`src/rtl/bitwise_logic_unit_seq.sv`:
```
// Multi-cycle bitwise logic unit: processes CHUNK bits per cycle LSB-first,
// with valid/ready handshakes on input and output and a result held until accepted.
module bitwise_logic_unit_seq #(
  parameter int unsigned WIDTH = 32,
  parameter int unsigned CHUNK = 8
) (
  input  logic             clk,
  input  logic             reset_n,
  input  logic             in_valid,
  output logic             in_ready,
  input  logic [WIDTH-1:0] a,
  input  logic [WIDTH-1:0] b,
  input  logic [2:0]       op,
  output logic             out_valid,
  input  logic             out_ready,
  output logic [WIDTH-1:0] res,
  output logic             zero,
  output logic             parity
);

  localparam int unsigned NCHUNK = WIDTH / CHUNK;
  localparam int unsigned CNT_W  = (NCHUNK > 1) ? $clog2(NCHUNK) : 1;
  localparam logic [CNT_W-1:0] LAST_CNT = CNT_W'(NCHUNK - 1);

  localparam logic [2:0] OP_AND   = 3'b000;
  localparam logic [2:0] OP_OR    = 3'b001;
  localparam logic [2:0] OP_XOR   = 3'b010;
  localparam logic [2:0] OP_NOR   = 3'b011;
  localparam logic [2:0] OP_NAND  = 3'b100;
  localparam logic [2:0] OP_XNOR  = 3'b101;
  localparam logic [2:0] OP_BCAST = 3'b110;
  localparam logic [2:0] OP_ANY   = 3'b111;

  if ((WIDTH % CHUNK) != 0) begin : g_bad_chunk
    $fatal(1, "bitwise_logic_unit_seq: WIDTH must be a multiple of CHUNK");
  end

  typedef enum logic [1:0] {
    S_IDLE = 2'd0,
    S_BUSY = 2'd1,
    S_DONE = 2'd2
  } state_t;

  state_t           state_q, state_d;
  logic [CNT_W-1:0] cnt_q, cnt_d;
  logic [WIDTH-1:0] res_q, res_d;
  logic             sticky_q, sticky_d;
  logic [WIDTH-1:0] a_q, a_d;
  logic [WIDTH-1:0] b_q, b_d;
  logic [2:0]       op_q, op_d;

  logic [CHUNK-1:0] a_slc;
  logic [CHUNK-1:0] b_slc;
  logic [CHUNK-1:0] f_slc;

  // Per-slice operation; the broadcast bit always comes from the full operand's LSB.
  function automatic logic [CHUNK-1:0] slice_op(input logic [2:0]       o,
                                                input logic [CHUNK-1:0] x,
                                                input logic [CHUNK-1:0] y,
                                                input logic             bc);
    logic [CHUNK-1:0] r;
    r = '0;
    unique case (o)
      OP_AND:   r = x & y;
      OP_OR:    r = x | y;
      OP_XOR:   r = x ^ y;
      OP_NOR:   r = ~(x | y);
      OP_NAND:  r = ~(x & y);
      OP_XNOR:  r = ~(x ^ y);
      OP_BCAST: r = x | {CHUNK{bc}};
      default:  r = '0;
    endcase
    return r;
  endfunction

  // Select the operand slices addressed by the chunk counter.
  always_comb begin
    a_slc = '0;
    b_slc = '0;
    for (int unsigned k = 0; k < NCHUNK; k++) begin
      if (cnt_q == CNT_W'(k)) begin
        a_slc = a_q[k*CHUNK +: CHUNK];
        b_slc = b_q[k*CHUNK +: CHUNK];
      end
    end
  end

  assign f_slc = slice_op(op_q, a_slc, b_slc, b_q[0]);

  always_comb begin
    state_d  = state_q;
    cnt_d    = cnt_q;
    res_d    = res_q;
    sticky_d = sticky_q;
    a_d      = a_q;
    b_d      = b_q;
    op_d     = op_q;
    unique case (state_q)
      S_IDLE: begin
        if (in_valid) begin
          a_d      = a;
          b_d      = b;
          op_d     = op;
          res_d    = '0;
          cnt_d    = '0;
          sticky_d = 1'b0;
          state_d  = S_BUSY;
        end
      end
      S_BUSY: begin
        if (op_q == OP_ANY) begin
          sticky_d = sticky_q | (|(a_slc | b_slc));
        end else begin
          for (int unsigned k = 0; k < NCHUNK; k++) begin
            if (cnt_q == CNT_W'(k)) begin
              res_d[k*CHUNK +: CHUNK] = f_slc;
            end
          end
        end
        if (cnt_q == LAST_CNT) begin
          state_d = S_DONE;
          // Reduce-any result only materialises on the final slice.
          if (op_q == OP_ANY) begin
            res_d = WIDTH'(sticky_d);
          end
        end else begin
          cnt_d = cnt_q + CNT_W'(1);
        end
      end
      S_DONE: begin
        if (out_ready) begin
          state_d = S_IDLE;
        end
      end
      default: begin
        state_d = S_IDLE;
      end
    endcase
  end

  always_ff @(posedge clk or negedge reset_n) begin
    if (!reset_n) begin
      state_q  <= S_IDLE;
      cnt_q    <= '0;
      res_q    <= '0;
      sticky_q <= 1'b0;
      a_q      <= '0;
      b_q      <= '0;
      op_q     <= '0;
    end else begin
      state_q  <= state_d;
      cnt_q    <= cnt_d;
      res_q    <= res_d;
      sticky_q <= sticky_d;
      a_q      <= a_d;
      b_q      <= b_d;
      op_q     <= op_d;
    end
  end

  assign in_ready  = (state_q == S_IDLE);
  assign out_valid = (state_q == S_DONE);
  assign res       = res_q;
  assign zero      = ~|res_q;
  assign parity    = ^res_q;

endmodule
```
`config.mk`:
```
export PLATFORM = sky130hd
export DESIGN_NAME = bitwise_logic_unit_seq
export DESIGN_NICKNAME = d
export VERILOG_FILES = /design/src/rtl/bitwise_logic_unit_seq.sv
export SDC_FILE = /design/constraint.sdc
export NUM_CORES = 1
export LEC_CHECK = 0
export CORE_UTILIZATION = 35
export DETAILED_ROUTE_END_ITERATION = 6
export GPL_TIMING_DRIVEN = 0
export PLACE_DENSITY = 0.63
export SETUP_SLACK_MARGIN = 0.5
export SLEW_MARGIN = 20
export SYNTH_ARGS = -nofsm -noshare
export SYNTH_HDL_FRONTEND = slang
export SYNTH_SLANG_ARGS = --single-unit
```
`constraint.sdc`:
```
create_clock -name clk -period 3.25 [get_ports clk]
set_input_delay 0.325 -clock clk [delete_from_list [all_inputs] [get_ports clk]]
set_output_delay 0.325 -clock clk [all_outputs]
set_load 0.02 [all_outputs]
```
* Word-level counts from Yosys, hierarchy flattened *
Cells that the tools add are included.

storage, ports and cells
  bits of input ports = 71
  register bits = 104
  logic and storage cells = 72
  output and inout bits = 36

operators by class
  reductions and logical operators = 12
  bitwise logic cells = 8
  muxes and demuxes = 28
  eq/ne operators = 16
  $add $sub $neg = 1

operator list
  kind                  count
  $mux W32              4
  $mux W8               12
  $pmux W32 S2          1
  $pmux W8 S7           1
  $reduce_or A32 Y1     1
  $reduce_xor A32 Y1    1
  $not A8 Y8            3
  $or A8 B8 Y8          2
  $eq A3 B3 Y1 const B  4
  $mux W2               5
  $and A8 B8 Y8         1
  $reduce_or A8 Y1      1
  $xor A8 B8 Y8         1
  $eq A2 B2 Y1 const B  3
  $eq A3 B2 Y1 const B  2
  $ne A2 B2 Y1 const B  3
  $pmux W2 S3           1
  $reduce_and A3 Y1     2
  $eq A2 B1 Y1 const B  2
  $logic_not A2 Y1      2
  $pmux W2 S2           1
  $reduce_and A2 Y1     2
  $eq A3 B1 Y1 const B  1
  $logic_not A3 Y1      1
  7 further kinds       8

* Logic depth before layout (Yosys ltp) *
  word-level depth = 13
  gate-level depth with buffers = 16
  depth with buffers taken out = 15

* Worst setup path before layout *
No wires, ideal clock.

  path type = register to register
  start point = register cnt_q[1]
  end point = register res_q[0], in the netlist res[0]
  path buffers = 2
  setup time = 0.126 ns
  slack = 0.605 ns
  data required time = 3.124 ns
  arrival = 2.519 ns
  period minus slack after synthesis = 2.645 ns
  cell stages (with the launch flop) = 13
  cell sequence = dfrtp_1 -> inv_1 -> ha_1 -> buf_2 -> clkbuf_1 -> nor2b_1 -> a221oi_1 -> nor3_1 -> a21oi_1 -> ha_1 -> nand4_1 -> or4b_1 -> o311a_1

on the way
  longest elaborated chain between the ends = 13
  elaborated cells on any way between the ends = 28
  those cells by class = 3 x eq/ne; 15 x mux; 8 x bitwise; 2 x reduce/logical

ends and longest elaborated chain
  element                                      line        source
  start, declared                              45          logic [CNT_W-1:0] cnt_q, cnt_d;
  start signal, assigned                       152         cnt_q <= cnt_d;
  $logic_not A2 Y1                             81, 115
  $mux W8 (4 in a row)                         81          if (cnt_q == CNT_W'(k)) begin
  $xor A8 B8 Y8, or another cell as far along  66, 69
  $not A8 Y8, on equally long branches         69, 67, 68
  $pmux W8 S7                                  63          unique case (o)
  $mux W8                                      115         if (cnt_q == CNT_W'(k)) begin
  $mux W32                                     111         if (op_q == OP_ANY) begin
  $mux W32                                     123         if (op_q == OP_ANY) begin
  $mux W32 (*)                                 120         if (cnt_q == LAST_CNT) begin
  $pmux W32 S2 (*)                             98          unique case (state_q)
  end signal, assigned                         153         res_q <= res_d;
  end, declared                                46          logic [WIDTH-1:0] res_q, res_d;

Mark *: on every way between the ends. The rest lies on a longest branch, timed or not.
A chain may end at the register's enable or synchronous reset.

* Worst setup path in the final report *
Ends and elaborated chain as after synthesis.

==> metrics.md <==
| Metric | Value |
|---|---|
| Status | complete, no violations |
| Slew HR | 0.5236 |
| CP max-delay cell | or4b_1 |
| Initial DRC count | 269 |
| Starting Density | 0.3622 |
| Die area | 0.01781 mm^2 |
| FFs w/ async S/R, synth | 1.000 |
| Most frequent cells in the layout | clkdlybuf4s50_1, dfrtp_1, mux2_2, inv_1, nand2_1 |
| Die height | 133.5 um |
| Global-route wire length before repair | 27440 um |
| CP Buf/Inv Count | 3 |
| TritonCTS clock tree | built |
| Most common cell after layout, fill and taps aside | clkdlybuf4s50_1 |
| Critical path class | reg2reg |
| Critical Path Sink Type | flop |
| CP startpoint kind | flop |
| Internal Pwr Total | 5.776 mW |
| CTS Buffer Depth | 2 |
| GRT Residual Overflow | 0 |
| Max cap viols | 0 |
| Total track usage | 0.1999 |
| Post-synthesis sequential area ratio | 0.4303 |
| Synth Instances | 554 |
| Synth top area share | 0.4303 |
| Power per cell area | 1321 mW/mm^2 |
| Final number of setup-violating endpoints | 0 |
| Synthesized area per cell | 10.92 um^2 |
| DR vias | 4985 |
| Synthesis-to-layout area growth | 32.75% |
| Peak VDD IR | 1798 uV |
| Vias in the first global route | 5226 |
| WL final | 17190 um |
| Final setup TNS | 0 ps |
| Syn Nets | 647 |
| Worst reg2reg setup slack | 560 ps |
| Final min period | 2687 ps |
| Final hold slack | 425.2 ps |
| First-pass iteration count of the detailed router | 6 |
| Largest net degree at the start of global routing | 71 |
| Final Max Tran Viols | 0 |
| Leak | 3.186 nW |
| Tightest Pin Transition | 712.0 ps |
| CTS Buf Count | 9 |
| Number of non-filler instances in the completed layout | 910 |
| Top FF cell, synth | dfrtp_1 |
| Finished Cell Area | 0.008029 mm^2 |
| Detailed Place HPWL | 12900 um |
| Combinational share of power | 0.670 |
| Final worst path period share | 0.8269 |
| Flop pwr share | 0.220 |
| Flops & latches, synth | 104 |
| Fin Clk Skew | 10.17 ps |
| Layout cell share with drive strength beyond 1 | 0.2304 |
| Unrepaired setup endpoints after global routing | true |
| Hold Fails Final Rpt | 0 |
| Routability cong. | 0.8476 |
| H-tree lvl count | 3 |
| Netlist area before placement | 0.006048 mm^2 |
| Arrival @ worst endpoint | 2930 ps |
| Placed insts | 881 |
| Switching part of the total | 0.4555 |
| Initial antenna violation count | 0 |
| FMAX | 372.1 MHz |
| Wire per inst | 18.89 um |
| Unique masters post-synth | 59 |
| Vias per cell | 5.478 |
| # DRC | 0 |
| Core Rows | 47 |
| Clock-pin slew on the worst setup and hold paths | 80 ps |
| CP delay by family, top | simple AND/OR/NAND/NOR gates |
| Core area | 0.01670 mm^2 |
| I/O Buffers | 106 |
| IO Count | 107 |
| Required @ worst endpoint | 3500 ps |
| Area leader, netlist | dfrtp_1 |
| Cell Chain, Critical Path | buf_4 > ha_1 > clkbuf_4 > nor2_4 > buf_12 > a31oi_4 > nor2_1 > nand4_1 > or4b_1 > o311a_1 |
| Number of diodes | 0 |
| Antenna Violating Nets Remaining | 0 |
| Sw Pwr | 4.833 mW |
| Worst skew pair latency | 360 ps |
| Post-DP Area | 0.007413 mm^2 |
| Share of total power in the clock network | 0.110 |
| Worst Hold Class | in2async |
| Root buf cell | clkbuf_16 |
| Die Wd | 133.5 um |
| CP max FO | 10 |
| Final nets | 778 |
| Yosys warns | 0 |
| Synth top area cells | dfrtp_1, mux2_2, ha_1 |
| Clk sink count | 104 |
| Max incr delay on CP | 540 ps |
| Post-synth EDFFs | 0 |
power groups by stage:
stage / combinational [mW] / clock (mW) / sequential [mW]
2_1_floorplan: 4.63 / 0 / 2.36
3_3_place_gp: 6.42 / 0 / 2.31
3_5_place_dp: 6.59 / 0 / 2.34
4_1_cts: 6.71 / 1.18 / 2.32
5_1_grt: 7.64 / 1.24 / 2.41
6_report: 7.11 / 1.17 / 2.33
cells by family after synthesis:
family          Yosys count  synth area share
compound gates          143            0.2058
xor+xnor                 23           0.03331
fa+ha+maj                27           0.05379
buf+inv                  72           0.04923
flops                   104            0.4303
mux                      73            0.1345
simple gates            112           0.09309
repair_timing:
action                     4_1_cts  5_1_grt
gates cloned                     0        1
setup endpoints to repair       20       26
gates resized for setup         15       36
buffers inserted                 2        9
hold buffers                     1        0
hold endpoints to repair        34        0
pin swaps                        1       12
sequential cells by signal, indices dropped and copies added, names as in the netlist:
register  flops
a_q          32
b_q          32
res          32
op_q          3
cnt_q         2
state_q       2
sticky_q      1
synthesized netlist by cell type (8+ instances only):
cell type / instances
ha_1: 22
xnor2_1: 20
o21ai_1: 8
a21oi_1: 8
clkbuf_1: 20
nand3_1: 8
a22oi_1: 8
o21ai_0: 22
nand2_1: 31
inv_1: 38
dfrtp_1: 104
nor2_1: 24
o22ai_2: 8
a22o_1: 21
mux2_2: 65
path summary, 6_finish.rpt:
kind,to,cells after the start,start
worst max-delay path,res[0],10,cnt_q[1]
worst min-delay path,res[8],2,reset_n
worst max register to register,res[0],10,cnt_q[1]
worst min register to register,a_q[3],1,a_q[3]
max in group asynchronous,a_q[27],3,reset_n
min in group clk,a_q[3],1,a_q[3]
through the flow:
step / setup WS [ps] / total power, mW / utilization
after global routing: 447.2 / 11.29 / 0.4807
after global placement: -2092 / 8.738 / 0.4422
after CTS: 513.2 / 10.22 / 0.4679
final: 562.6 / 10.61 / 0.4807
after floorplan: 605.2 / 6.998 / -
after detailed placement: -95.46 / 8.937 / 0.4439
worst register-to-register path, stage by stage (launching register included):
cell	delay, ps
dfrtp_1	420
buf_4	150
ha_1	170
clkbuf_4	210
nor2_4	200
buf_12	200
a31oi_4	170
nor2_1	170
nand4_1	200
or4b_1	540
o311a_1	150
cell type report:
cell class              count  area (um^2)
repair buffers            120         1186
fillers                  1523         8672
clock inverters             7        88.84
multi-input cells         378         3288
flip-flops and latches    104         2604
clock buffers               9        225.2
plain buffers              32        206.4
inverters                  40        155.1
well taps                 220        275.3
metal layers:
metal	vias to the layer above	track usage	part of all wire	wire [um]
li1	2282	-	-	-
met1	2486	0.2586	0.44	7499
met2	188	0.3345	0.48	8200
met3	29	0.03349	0.060	1038
met4	0	0.07513	0.026	450
met5	-	0	0	0
No activity file was read; power rests on OpenSTA's default activity.
